[src/rtl/des_core_scheduler.sv]
// Round scheduler for a shared iterative DES datapath: round-robin arbitration between
// encipher and decipher requesters, load/round/final sequencing and an owner-tagged result handshake.
module des_core_scheduler #(
  parameter int NUM_ROUNDS = 16,
  parameter int IDX_W      = 4
) (
  input  logic             clk,
  input  logic             rst_n,
  input  logic             clr,
  input  logic             enc_valid,
  output logic             enc_ready,
  input  logic             dec_valid,
  output logic             dec_ready,
  output logic             dp_load,
  output logic             dp_round_en,
  output logic [IDX_W-1:0] dp_round_idx,
  output logic             dp_decrypt,
  output logic [1:0]       ks_shift_amt,
  output logic             dp_final,
  output logic             out_valid,
  output logic             out_owner,
  input  logic             out_ready,
  output logic             busy
);

  typedef enum logic [1:0] {
    S_IDLE  = 2'd0,
    S_LOAD  = 2'd1,
    S_ROUND = 2'd2,
    S_DONE  = 2'd3
  } state_t;

  localparam logic [IDX_W-1:0] LAST_IDX = IDX_W'(NUM_ROUNDS - 1);

  state_t           state_r, state_s;
  logic             last_owner_r, last_owner_s;
  logic [IDX_W-1:0] cnt_r, cnt_s;
  logic             load_r, load_s;
  logic             round_en_r, round_en_s;
  logic             final_r, final_s;
  logic [1:0]       shift_r, shift_s;
  logic             decrypt_r, decrypt_s;
  logic             ovalid_r, ovalid_s;
  logic             owner_r, owner_s;
  logic             busy_r, busy_s;

  // Decipher runs the key schedule backwards, so its first round uses no rotation.
  function automatic logic [1:0] shift_amt(input logic [IDX_W-1:0] idx, input logic dec);
    logic [31:0] i;
    i = 32'(idx);
    if (dec && (i == 32'd0)) begin
      return 2'd0;
    end else if ((i == 32'd0) || (i == 32'd1) || (i == 32'd8) || (i == 32'd15)) begin
      return 2'd1;
    end else begin
      return 2'd2;
    end
  endfunction

  assign enc_ready = (state_r == S_IDLE) && !clr && (last_owner_r || !dec_valid);
  assign dec_ready = (state_r == S_IDLE) && !clr && (!last_owner_r || !enc_valid);

  // Next-state and next-output decode; all outputs are registered one cycle later.
  always_comb begin
    state_s      = state_r;
    last_owner_s = last_owner_r;
    cnt_s        = cnt_r;
    load_s       = 1'b0;
    round_en_s   = 1'b0;
    final_s      = 1'b0;
    shift_s      = 2'd0;
    decrypt_s    = decrypt_r;
    owner_s      = owner_r;
    ovalid_s     = ovalid_r;
    if (clr) begin
      state_s  = S_IDLE;
      cnt_s    = {IDX_W{1'b0}};
      ovalid_s = 1'b0;
    end else begin
      case (state_r)
        S_IDLE: begin
          cnt_s    = {IDX_W{1'b0}};
          ovalid_s = 1'b0;
          if (enc_valid && enc_ready) begin
            state_s      = S_LOAD;
            load_s       = 1'b1;
            decrypt_s    = 1'b0;
            owner_s      = 1'b0;
            last_owner_s = 1'b0;
          end else if (dec_valid && dec_ready) begin
            state_s      = S_LOAD;
            load_s       = 1'b1;
            decrypt_s    = 1'b1;
            owner_s      = 1'b1;
            last_owner_s = 1'b1;
          end else begin
            state_s = S_IDLE;
          end
        end
        S_LOAD: begin
          state_s    = S_ROUND;
          cnt_s      = {IDX_W{1'b0}};
          round_en_s = 1'b1;
          final_s    = (LAST_IDX == {IDX_W{1'b0}});
          shift_s    = shift_amt({IDX_W{1'b0}}, decrypt_r);
        end
        S_ROUND: begin
          if (cnt_r == LAST_IDX) begin
            state_s  = S_DONE;
            cnt_s    = {IDX_W{1'b0}};
            ovalid_s = 1'b1;
          end else begin
            cnt_s      = cnt_r + IDX_W'(1);
            round_en_s = 1'b1;
            final_s    = (cnt_s == LAST_IDX);
            shift_s    = shift_amt(cnt_s, decrypt_r);
          end
        end
        S_DONE: begin
          if (out_ready) begin
            state_s  = S_IDLE;
            ovalid_s = 1'b0;
          end else begin
            state_s = S_DONE;
          end
        end
        default: begin
          state_s  = S_IDLE;
          cnt_s    = {IDX_W{1'b0}};
          ovalid_s = 1'b0;
        end
      endcase
    end
    busy_s = (state_s != S_IDLE);
  end

  // State, arbitration and output registers.
  always_ff @(posedge clk or negedge rst_n) begin
    if (!rst_n) begin
      state_r      <= S_IDLE;
      last_owner_r <= 1'b1;
      cnt_r        <= {IDX_W{1'b0}};
      load_r       <= 1'b0;
      round_en_r   <= 1'b0;
      final_r      <= 1'b0;
      shift_r      <= 2'd0;
      decrypt_r    <= 1'b0;
      ovalid_r     <= 1'b0;
      owner_r      <= 1'b0;
      busy_r       <= 1'b0;
    end else begin
      state_r      <= state_s;
      last_owner_r <= last_owner_s;
      cnt_r        <= cnt_s;
      load_r       <= load_s;
      round_en_r   <= round_en_s;
      final_r      <= final_s;
      shift_r      <= shift_s;
      decrypt_r    <= decrypt_s;
      ovalid_r     <= ovalid_s;
      owner_r      <= owner_s;
      busy_r       <= busy_s;
    end
  end

  assign dp_load      = load_r;
  assign dp_round_en  = round_en_r;
  assign dp_round_idx = cnt_r;
  assign dp_final     = final_r;
  assign ks_shift_amt = shift_r;
  assign dp_decrypt   = decrypt_r;
  assign out_valid    = ovalid_r;
  assign out_owner    = owner_r;
  assign busy         = busy_r;

endmodule

[config.mk]
export PLATFORM = sky130hd
export DESIGN_NAME = des_core_scheduler
export DESIGN_NICKNAME = d
export VERILOG_FILES = /design/src/rtl/des_core_scheduler.sv
export SDC_FILE = /design/constraint.sdc
export NUM_CORES = 1
export LEC_CHECK = 0
export ABC_AREA = 1
export CAP_MARGIN = 20
export CORE_MARGIN = 5
export CORE_UTILIZATION = 47
export CTS_CLUSTER_DIAMETER = 200
export DETAILED_ROUTE_END_ITERATION = 8
export GPL_ROUTABILITY_DRIVEN = 0
export GPL_TIMING_DRIVEN = 0
export PLACE_DENSITY = 0.83
export SLEW_MARGIN = 20
export SYNTH_ARGS = -nofsm -noshare
export SYNTH_HDL_FRONTEND = slang
export SYNTH_SLANG_ARGS = --single-unit
export TNS_END_PERCENT = 5
[constraint.sdc]
create_clock -name clk -period 1.55 [get_ports clk]
set_clock_uncertainty 0.05 [all_clocks]
set_input_delay 0.465 -clock clk [delete_from_list [all_inputs] [get_ports clk]]
set_output_delay 0.465 -clock clk [all_outputs]
set_load 0.02 [all_outputs]
==> metrics.txt <==
CTS tree done; outcome finished, violations left; Max stage delay on crit path 0.40 ns; vias after detailed routing 780; Die ar. 2692 um2; clock slew at reported path FFs 0.09 ns; critical path's most frequent cell inv_2; chip height 51.89 um; worst min-delay path startpoint out_valid; DP Worst Slack -1.003 ns; hold_ws 0.4552 ns; nets 147; global-route wire length before repair 3125 um; clock buffer count from CTS 3; power density over the cells 926.2 nW/um2; Cell Area, Synth 824.5 um2; Worst EP required 1.03 ns; LEAKAGE 0.5996 nW; largest net degree at the start of global routing 16; Cell Rows 15; Min Clock Period, post-route 1.901 ns; diodes inserted 0; Max VDD drop 820.1 uV; Setup CP Type flip-flop to output port; CP max stage cell dfrtp_1; Layout area overhead 40.06%; Detail Placement HPWL 1377 um; unrepaired setup endpoints after global routing yes; Clock Power Share 21.1%; Tightest Pin Transition 0.6854 ns; register area share after synthesis 45.68%; crit path cell chain inv_2 -> ha_4 -> inv_2 -> nor2_4 -> inv_2 -> a21oi_4 -> buf_6; drt total wl 1944 um; register area 379.1 um2; IO buf count 20; critical path arrival 1.39 ns; Post-CTS Hold Buffers 0; yosys warns 0; Sw Share 34.73%; Clock Latency Late Sink 0.28 ns; clock root cell clkbuf_4; number of H-tree levels 1; internal power 0.0006982 W; most used routing layer met2; io pins 21; Setup violations, final 2; Crit path max-delay family flip-flops; Yosys cell types 22; Synth Instances 101; total power 0.001070 W; Hold WC Path Type flip-flop to flip-flop; CP Max Fanout 2; All-Layer GR Usage 15.44%; initial antenna violation count 0; fin. max-slew vios 0; Seq cells post-synth 15; GR Util met1 17.87%; die span in x 51.89 um; syn avg cell area 8.164 um2; M2 GR Usage 26.78%; CP startpoint kind flip-flop; CTS sink cnt 15; DRT iter0 DRCs 16; failing checks negative setup slack; fraction of layout cells with a size suffix above 1 30.08%; Net Sw Power 0.0003714 W; vias in the first global route 766; crit end category output port; DR vias/cell 5.200; Placed Area 1082 um2; Initial Util 48.81%; R2R Path Start state_r[0]; design area 1155 um2; met3 Track Usage GR 3.152%; area of the multi-input gates 410.4 um2; Routed Antenna Nets 0; FMAX 526.0 MHz; Slew HR 54.17%; sequential share of power 43.4%; Fillers 143; Logic pwr share 35.5%; Max-Cap Viols 0; Mapped Nets 114; final worst-path cycle share 122.7%; crit path from state_r[1]; final hold violation count 0; Max Buffers Root-to-Sink 2; Buf+Inv Stages, Crit Path 4; Core ar. 1689 um2; drt pass-1 iters 4; WL/cell 12.96 um; final worst slack -0.3512 ns; Overflow after GRT 0; Post-route DRC 0
==> cell usage after synthesis (all sizes together) <==
master / number / area share, %
nand3b: 1 / 0.91
nor2: 12 / 6.7
nand2: 20 / 9.4
inv: 21 / 9.6
o22ai: 1 / 0.76
dfstp: 1 / 3.2
o21ai: 9 / 5.9
nand3: 7 / 4.2
dfrtp: 14 / 42
nand4: 2 / 1.5
o31ai: 1 / 0.91
nor3: 1 / 0.61
buf: 1 / 0.91
ha: 7 / 11
a21oi: 3 / 2.3
==> cells in the final DEF (no fill, tap or decap), drive strengths merged <==
| cell | instances |
|---|---|
| nand4 | 2 |
| o22ai | 1 |
| o31ai | 1 |
| nor3 | 1 |
| dlygate4sd2 | 8 |
| ha | 7 |
| clkdlybuf4s15 | 1 |
| nor2 | 12 |
| nand2 | 20 |
| nand3b | 1 |
| dfstp | 1 |
| a21oi | 3 |
| o21ai | 9 |
| buf | 13 |
| clkdlybuf4s50 | 4 |
| clkbuf | 7 |
| inv | 21 |
| nand3 | 7 |
| dfrtp | 14 |
==> sequential cells by signal (all words and copies together), names as in the netlist <==
signal	flops
dp_final	1
dp_load	1
dp_round_idx	4
last_owner_r	1
state_r	2
ks_shift_amt	2
out_owner	1
busy	1
dp_round_en	1
out_valid	1
==> routing by layer <==
layer | up-vias | wire [um]
met4 | 0 | 31
li1 | 381 | -
met1 | 374 | 775
met3 | 4 | 109
met2 | 21 | 1027
met5 | - | 0
==> worst min-delay path, cell delays in order, from the launching register on <==
cell	delay (ns)
dfrtp_1	0.36
nand2_1	0.05
o21ai_1	0.06
==> cell type report <==
type / instances / area share [%]
flip-flops and latches: 15 / 32.83
multi-input cells: 64 / 35.54
inverters: 21 / 6.826
repair buffers: 28 / 20.04
well taps: 17 / 1.842
plain buffers: 1 / 0.6501
clock buffers: 4 / 2.275
==> final timing paths <==
path	to	slack, ns	cells past startpoint
min in group asynchronous	dp_round_idx[3]	0.54	1
max in group asynchronous	dp_round_idx[1]	0.44	1
worst max register to register	busy	0.02	7
worst min-delay path	out_valid	0.46	2
worst min register to register	out_valid	0.46	2
worst max-delay path	dec_ready	-0.35	7
==> kinds of logic after synthesis <==
logic type | count (synthesis) | synth area share [%]
AO/OA/AOI/OAI | 14 | 9.864
adder cells (fa/ha/maj) | 7 | 10.62
buffers and inverters | 22 | 10.47
flip-flops | 15 | 45.68
AND/OR/NAND/NOR | 43 | 23.37
==> metrics by stage <==
| step | cells | util (%) | TNS, ns |
|---|---|---|---|
| after floorplan | 101 | - | 0 |
| after global placement | 138 | 64.07 | -3.955 |
| after detailed placement | 138 | 64.07 | -4.484 |
| after CTS | 148 | 67.85 | -0.5877 |
| after global routing | 150 | 68.37 | -0.9048 |
| final | 150 | 68.37 | -0.6762 |
==> timing repair <==
item,CTS,global route
setup buffers,6,2
pin swaps,1,0
gates resized for setup,34,11
endpoints found under the setup margin,15,13
==> power groups by stage <==
| stage | clock (W) | sequential (W) | combinational (W) |
|---|---|---|---|
| 5_1_grt | 0.000253 | 0.000470 | 0.000418 |
| 3_3_place_gp | 0 | 0.000474 | 0.000337 |
| 3_5_place_dp | 0 | 0.000476 | 0.000345 |
| 4_1_cts | 0.000228 | 0.000463 | 0.000364 |
| 6_report | 0.000225 | 0.000464 | 0.000380 |
| 2_1_floorplan | 0 | 0.000504 | 0.000174 |
No activity file was read; power rests on OpenSTA's default activity.
